===== src/rtl/eth_pkg.sv =====
// Shared types and widths for the Ethernet transmit arbiter.
package eth_pkg;

    typedef enum logic [1:0] {
        IDLE,
        XFER,
        GAP
    } eth_tx_arb_state_t;

    // Index width is sized for the largest supported source count (8),
    // so one width serves every legal N_SRC.
    localparam int N_SRC_MAX = 8;
    localparam int SRC_IDX_W = $clog2(N_SRC_MAX);
    localparam int IFG_CNT_W = 8;

endpackage


===== src/rtl/eth_rr_pick.sv =====
// Combinational round-robin picker: first requester at or after ptr, cyclically.
module eth_rr_pick
    import eth_pkg::*;
#(
    parameter int N_SRC = 3
) (
    input  logic [N_SRC-1:0]     req,
    input  logic [SRC_IDX_W-1:0] ptr,
    output logic [N_SRC-1:0]     pick,
    output logic                 any
);

    // Scan offsets 0..N_SRC-1 from ptr; the first live request wins.
    always_comb begin
        pick = '0;
        any  = 1'b0;
        for (int k = 0; k < N_SRC; k++) begin
            for (int j = 0; j < N_SRC; j++) begin
                if (!any && req[j] && (j == ((int'(ptr) + k) % N_SRC))) begin
                    pick[j] = 1'b1;
                    any     = 1'b1;
                end
            end
        end
    end

endmodule


===== src/rtl/eth_tx_arb.sv =====
// Frame-granular round-robin arbiter in front of the MAC transmit stream.
// A grant is held from the first beat to the tlast handshake, then an
// inter-frame gap of IFG_CYCLES idle cycles precedes the next arbitration.
module eth_tx_arb
    import eth_pkg::*;
#(
    parameter int N_SRC      = 3,
    parameter int DATA_W     = 8,
    parameter int IFG_CYCLES = 12
) (
    input  logic                    aclk,
    input  logic                    areset,
    input  logic [N_SRC*DATA_W-1:0] s_tdata,
    input  logic [N_SRC-1:0]        s_tvalid,
    input  logic [N_SRC-1:0]        s_tlast,
    output logic [N_SRC-1:0]        s_tready,
    output logic [DATA_W-1:0]       m_tdata,
    output logic                    m_tvalid,
    output logic                    m_tlast,
    input  logic                    m_tready,
    output logic [N_SRC-1:0]        grant,
    output logic                    busy
);

    localparam logic [SRC_IDX_W-1:0] LAST_IDX = SRC_IDX_W'(N_SRC - 1);
    // With no gap the counter is never used; keep it at zero.
    localparam logic [IFG_CNT_W-1:0] GAP_LOAD =
        (IFG_CYCLES == 0) ? '0 : IFG_CNT_W'(IFG_CYCLES - 1);

    eth_tx_arb_state_t     r_state, w_state_nxt;
    logic [SRC_IDX_W-1:0]  r_ptr;
    logic [IFG_CNT_W-1:0]  r_gap_cnt;
    logic [N_SRC-1:0]      r_grant;
    logic [N_SRC-1:0]      w_pick;
    logic                  w_any;
    logic [SRC_IDX_W-1:0]  w_gidx;
    logic                  w_hs_last;

    eth_rr_pick #(.N_SRC(N_SRC)) u_pick (
        .req  (s_tvalid),
        .ptr  (r_ptr),
        .pick (w_pick),
        .any  (w_any)
    );

    assign grant     = r_grant;
    assign w_hs_last = m_tvalid & m_tready & m_tlast;

    // Encode the one-hot grant into the owner index for the pointer update.
    always_comb begin
        w_gidx = '0;
        for (int i = 0; i < N_SRC; i++) begin
            if (r_grant[i]) w_gidx = SRC_IDX_W'(i);
        end
    end

    // Output mux driven by the grant register; zero grant yields all-zero outputs.
    always_comb begin
        m_tdata  = '0;
        m_tvalid = 1'b0;
        m_tlast  = 1'b0;
        s_tready = '0;
        for (int i = 0; i < N_SRC; i++) begin
            if (r_grant[i]) begin
                m_tdata     = s_tdata[i*DATA_W +: DATA_W];
                m_tvalid    = s_tvalid[i];
                m_tlast     = s_tlast[i];
                s_tready[i] = m_tready;
            end
        end
    end

    // State register.
    always_ff @(posedge aclk or posedge areset) begin
        if (areset) r_state <= IDLE;
        else        r_state <= w_state_nxt;
    end

    // Next-state logic and busy flag.
    always_comb begin
        w_state_nxt = r_state;
        busy        = (r_state != IDLE);
        case (r_state)
            IDLE: if (w_any) w_state_nxt = XFER;
            XFER: if (w_hs_last) w_state_nxt = (IFG_CYCLES == 0) ? IDLE : GAP;
            GAP:  if (r_gap_cnt == '0) w_state_nxt = IDLE;
            default: w_state_nxt = IDLE;
        endcase
    end

    // Grant, round-robin pointer and gap counter.
    always_ff @(posedge aclk or posedge areset) begin
        if (areset) begin
            r_grant   <= '0;
            r_ptr     <= '0;
            r_gap_cnt <= '0;
        end else begin
            case (r_state)
                IDLE: if (w_any) r_grant <= w_pick;
                XFER: if (w_hs_last) begin
                    r_grant   <= '0;
                    r_ptr     <= (w_gidx == LAST_IDX) ? '0 : w_gidx + SRC_IDX_W'(1);
                    r_gap_cnt <= GAP_LOAD;
                end
                GAP: if (r_gap_cnt != '0) r_gap_cnt <= r_gap_cnt - IFG_CNT_W'(1);
                default: ;
            endcase
        end
    end

endmodule


===== config.mk =====
export PLATFORM = sky130hd
export DESIGN_NAME = eth_tx_arb
export DESIGN_NICKNAME = d
export VERILOG_FILES = /design/src/rtl/eth_pkg.sv /design/src/rtl/eth_rr_pick.sv /design/src/rtl/eth_tx_arb.sv
export SDC_FILE = /design/constraint.sdc
export NUM_CORES = 1
export LEC_CHECK = 0
export BUFFER_PORTS_ARGS = -buffer_cell sky130_fd_sc_hd__buf_4
export CAP_MARGIN = 20
export CORE_MARGIN = 2
export CORE_UTILIZATION = 30
export CTS_CLUSTER_SIZE = 8
export DETAILED_ROUTE_END_ITERATION = 6
export GPL_ROUTABILITY_DRIVEN = 0
export SYNTH_ARGS = -nofsm -noshare
export SYNTH_HDL_FRONTEND = slang
export SYNTH_HIERARCHICAL = 1
export SYNTH_SLANG_ARGS = --single-unit

===== constraint.sdc =====
create_clock -name aclk -period 4.7 [get_ports aclk]
set_clock_uncertainty 0.1 [all_clocks]
set_input_delay 0.47 -clock aclk [delete_from_list [all_inputs] [get_ports aclk]]
set_output_delay 0.47 -clock aclk [all_outputs]
set_load 0.02 [all_outputs]

* Yosys cells after proc, flatten, opt, wreduce, memory -nomap -nowiden
Cells that the tools add are included.
Operators by class: add/subtract/negate cells 4, $mul 0, div/mod/pow operators 3, order comparisons 0, equal/unequal tests 13, shifts and indexed selects 0, muxes and demuxes 42, bitwise operators 2, reductions and logical operators 38
Operators with widths (number):
- == test 2 x 32 -> 1 bit, first input constant | 3
- == test 3 x 32 -> 1 bit, first input constant | 3
- zero test 32 bit | 3
- remainder unit 32 x 3 -> 32 bit, second input constant | 2
- 2-to-1 mux 8 bit | 5
- remainder unit 4 x 3 -> 32 bit, second input constant | 1
- 2-to-1 mux 1 bit | 27
- logical AND 1 bit | 17
- one-hot mux 8 bit (2 select lines) | 1
- 2-to-1 mux 3 bit | 4
- AND reduction 3 bit | 3
- zero test 1 bit | 8
- zero test 8 bit | 1
- nonzero test 8 bit | 1
- subtractor 8 x 1 -> 8 bit, second input constant | 1
- 2-to-1 mux 2 bit | 3
- != test 2 bit, second input constant | 3
- one-hot mux 2 bit (3 select lines) | 1
- one-hot mux 3 bit (2 select lines) | 1
- nonzero test 2 bit | 3
- adder 3 x 1 -> 4 bit, second input constant | 1
- adder 3 x 2 -> 4 bit, second input constant | 1
- adder 3 x 1 -> 3 bit, second input constant | 1
- == test 3 x 2 -> 1 bit, second input constant | 1
- other kinds (6) | 7
Word-level totals: bits in registers 16, bits in latches 0, memory bits (writable) 0, ROM bits 0, input port bits 33, output and inout port bits 17, logic and storage cells 106, memories kept 0

* Depth between registers and ports, before layout
depth in word-level cells 38, depth in mapped cells 21, mapped depth without buffers 19

* By module
The synthesis kept the hierarchy.
By module, submodules not included:
- eth_rr_pick | instances 1, cells each 172, area each 1204.9 µm², sequential area each 0.0 µm²
- eth_tx_arb | instances 1, cells each 115, area each 1032.2 µm², sequential area each 400.4 µm²

* Least setup slack after synthesis
No wires, ideal clock.
path kind flip-flop to flip-flop, start register r_ptr[1], end register r_grant[1] (netlist: grant[1]), setup time 0.076 ns, arrival 4.160 ns, required time 4.524 ns, setup slack 0.363 ns, stages on the path, launching flop included 22, path buffers 2, period minus slack after synthesis 4.337 ns, cells stage by stage dfrtp_1 -> ha_1 -> buf_2 -> and2_1 -> nor2_4 -> ha_1 -> ha_1 -> buf_1 -> nand2_1 -> o31ai_1 -> a211oi_2 -> ha_1 -> nor4b_1 -> a32oi_2 -> or2_1 -> a2111oi_0 -> o22ai_1 -> a21oi_1 -> or3b_1 -> and2_1 -> nand2_1 -> o21ai_1
On the way: word-level cells in the longest chain between the ends 38, elaborated cells on any way between the ends 55, those cells by class add/sub: 2; div: 3; eq/ne: 7; mux: 14; reduce/logical: 29
Ends and longest elaborated chain:
- from (decl) | line eth_tx_arb.sv:31 | logic [SRC_IDX_W-1:0] r_ptr;
- from (signal assigned) | line eth_tx_arb.sv:102 | r_ptr <= (w_gidx == LAST_IDX) ? '0 : w_gidx + SRC_IDX_W'(1);
- parallel branches: the longest is 35 deep, another holds remainder unit 32 x 3 -> 32 bit
- 2-to-1 mux 1 bit * | line eth_rr_pick.sv:19 | if (!any && req[j] && (j == ((int'(ptr) + k) % N_SRC))) begin
- named net w_any | line eth_tx_arb.sv:35 | logic w_any;
- != test 2 x 1 -> 1 bit (no source line) *
- AND reduction 3 bit (no source line) *
- to (signal assigned) | line eth_tx_arb.sv:99 | IDLE: if (w_any) r_grant <= w_pick;
- to (decl) | line eth_tx_arb.sv:33 | logic [N_SRC-1:0] r_grant;
Mark *: on every way through the listed nets, which the timed path passes. The select of a mux whose other input is x is not followed. A chain may end at the register's enable or synchronous reset.

* Worst setup path in the final report
start register r_ptr[2], end register r_grant[1] (netlist: grant[1])
The elaborated chain is that of the path after synthesis.

==> flow_metrics.env <==
export IMPL_run_status="completed"
export IMPL_reg2reg_slack_ps=400
export IMPL_postLayoutSetupSlackWorst_ps=397
export IMPL_critPathTopFamily="simple AND/OR/NAND/NOR gates"
export IMPL_post_layout_total_power_mw=1.50
export IMPL_worst_path_max_delay_cell="dfrtp_2"
export IMPL_drt_first_iter_violations=145
export IMPL_comb_power_share=0.728
export IMPL_synthCells=287
export IMPL_worst_endpoint_required_ps=4770
export IMPL_yosysMostFrequentCell="nand2_1"
export IMPL_power_static_leakage_nw=1.14
export IMPL_synth_top_area_frac=0.179
export IMPL_post_cts_setup_buffers=0
export IMPL_post_route_period_util=0.916
export IMPL_detail_routed_via_count_per_cell=5.24
export IMPL_die_area_um2=8160
export IMPL_clockBufferDepth=2
export IMPL_synth_cells_most_frequent="nand2_1 (33), a21oi_1 (20), ha_1 (20), dfrtp_1 (16), inv_1 (15)"
export IMPL_route_antenna_remaining_nets=0
export IMPL_first_pass_iters=4
export IMPL_drc=0
export IMPL_grt_use_met3=0.00835
export IMPL_post_route_min_period_ps=4300
export IMPL_grt_pass1_vias=2146
export IMPL_setup_worst_path_end_class="flop"
export IMPL_syn_nets=340
export IMPL_max_freq_mhz=232
export IMPL_drt_wl_total_mm=5.95
export IMPL_num_vias=2273
export IMPL_ys_flop_type="dfrtp_1"
export IMPL_port_buffers=49
export IMPL_criticalPathCategory="flop to flop"
export IMPL_core_um2=7250
export IMPL_num_rows=31
export IMPL_cts_inserted_buffers=3
export IMPL_wl_per_cell_um=13.7
export IMPL_worst_slew_margin_rel=0.539
export IMPL_layout_cells_non_filler=434
export IMPL_die_width_um=90.4
export IMPL_async_reset_ff_frac=1.00
export IMPL_synth_cell_types=68
export IMPL_gr_usage_met1=0.202
export IMPL_drv_max_cap_violation_count=0
export IMPL_p_sw_frac=0.505
export IMPL_num_nets_final=389
export IMPL_groute_layer_met2_usage=0.238
export IMPL_final_hold_viol_count=0
export IMPL_power_switching_mw=0.758
export IMPL_setup_failing_eps_final=0
export IMPL_worst_path_largest_cell_delay_ps=460
export IMPL_area_growth_synth_to_final_pct=26.0
export IMPL_post_place_cells=430
export IMPL_dp_worst_setup_slack_ps=77.1
export IMPL_grt_antenna_before_repair=0
export IMPL_internal_power_of_the_cells_mw=0.743
export IMPL_setup_tns_ps=0
export IMPL_drive_gt1_frac=0.239
export IMPL_globalRoute_busiestLayer="met2"
export IMPL_critical_path_n_buffers_inverters=0
export IMPL_tritoncts_num_sinks=16
export IMPL_synth_largest_area_cell="dfrtp_1"
export IMPL_min_hold_slack_ps=202
export IMPL_grt_setup_unrepaired="no"
export IMPL_sequentialPowerShare=0.193
export IMPL_io_pin_count=50
export IMPL_p_clk_frac=0.080
export IMPL_synthesis_area_per_instance_um2=7.79
export IMPL_grt_max_degree=26
export IMPL_initial_core_utilization=0.308
export IMPL_min_path_type="input pin to async pin"
export IMPL_global_route_usage_total=0.140
export IMPL_edff_count_synth=0
export IMPL_seq_area_frac_synth=0.179
export IMPL_clock_tree_htree_level_count=1
export IMPL_tightestPinTransition_ps=692
export IMPL_clock_latency_ps=240
export IMPL_pwr_density_cell_nw_per_um2=533
export IMPL_height_of_the_die_um=90.4
export IMPL_clk_root_buffer_cell="clkbuf_8"
export IMPL_critPathLaunchType="flop"
export IMPL_ys_warnings_count=6
export IMPL_cts_tree="done"
export IMPL_irDropWorstVdd_v=0.000247
export IMPL_crit_path_cell_trace="ha_1 -> and2_1 -> nor2_4 -> ha_1 -> ha_2 -> nand2_1 -> o31ai_1 -> a211oi_2 -> ha_4 -> nor4b_2 -> a32oi_2 -> or2_1 -> a2111oi_0 -> o22ai_1 -> a21oi_1 -> or3b_1 -> and2_1 -> nand2_1 -> o21ai_1"
export IMPL_syn_cell_area_um2=2240
export IMPL_grt_pass1_wl_mm=10.0
export IMPL_synthTopCellsByArea="dfrtp_1 (18%), ha_1 (11%), nand2_1 (5.5%)"
export IMPL_drv_slew=0
export IMPL_clkTransAtPathRegs_ps=60
export IMPL_antenna_diode_count=0
export IMPL_global_route_overflow_total=0
export IMPL_ff_latch_count_synth=16
export IMPL_dpl_hpwl_mm=4.59
export IMPL_path_max_fanout=9
export IMPL_critical_path_arrival_ps=4370
-- power by group through the flow --
stage / sequential (mW) / clock [mW] / combinational (mW)
after floorplan: 0.269 / 0 / 0.779
after global placement: 0.285 / 0 / 1.04
after detailed placement: 0.288 / 0 / 1.06
after CTS: 0.287 / 0.124 / 1.06
after global routing: 0.300 / 0.131 / 1.21
final: 0.289 / 0.120 / 1.09
-- registers in the layout (all words and copies together) (netlist names) --
name       flops
grant          3
r_gap_cnt      8
r_ptr          3
r_state        2
-- worst register-to-register path, cell delays in order, from the launching register on --
cell and delay, ps:
dfrtp_2 460, ha_1 230, and2_1 250, nor2_4 140, ha_1 200, ha_2 310
nand2_1 90, o31ai_1 90, a211oi_2 120, ha_4 210, nor4b_2 270, a32oi_2 190
or2_1 260, a2111oi_0 360, o22ai_1 170, a21oi_1 250, or3b_1 210, and2_1 180
nand2_1 60, o21ai_1 80
-- worst paths after layout --
check,to,start,cells past startpoint
worst min register to register,r_state[0],r_state[0],1
worst max register to register,grant[1],r_ptr[2],19
worst min-delay path,r_gap_cnt[5],areset,2
max in group asynchronous,r_ptr[2],areset,2
worst max-delay path,grant[1],r_ptr[2],19
min in group aclk,r_state[0],m_tready,2
-- per-layer routing --
layer  part of all wire  wire length (um)
met1               0.51              3070
met2               0.48              2830
met3             0.0097                58
met4                  0                 0
met5                  0                 0
-- cell usage in the layout, fill, tap and decap left out, types with 4 or more instances in the layout --
cell       n
nor2b_1   13
ha_1      18
o21ai_0   13
o21ai_1    6
a21oi_1   20
inv_1     15
a21o_1     4
clkbuf_8   4
dfrtp_1   15
nand3b_1   5
nor2_1    14
a22oi_1    8
a31oi_1    6
and2_1     6
xnor2_1    4
nand2b_1   7
nand2_1   33
nand3_1   11
buf_4     55
or2_1      4
-- cells by family after synthesis --
family                   Yosys count  synth area share
AND/OR/NAND/NOR                  115             0.288
AO/OA/AOI/OAI                     94             0.303
flip-flops                        16             0.179
XOR/XNOR                           9            0.0419
multiplexers                       5            0.0246
adder cells (fa/ha/maj)           21             0.116
buffers and inverters             27            0.0470
-- stage by stage --
step                      instance area, um^2   util
after floorplan                          2240      -
after global placement                   2730  0.376
after detailed placement                 2730  0.376
after CTS                                2780  0.384
after global routing                     2820  0.389
final                                    2820  0.389
-- repair_timing --
item	CTS	global route
endpoints found under the setup margin	0	4
gates resized for setup	0	7
hold buffers	0	0
-- cell type report --
cell class	instances	area [um^2]
fillers	773	4430
multi-input cells	244	1770
repair buffers	55	413
flip-flops and latches	16	402
well taps	99	124
inverters	16	60.1
clock buffers	4	55.1
(Power assumes the default switching activity.)
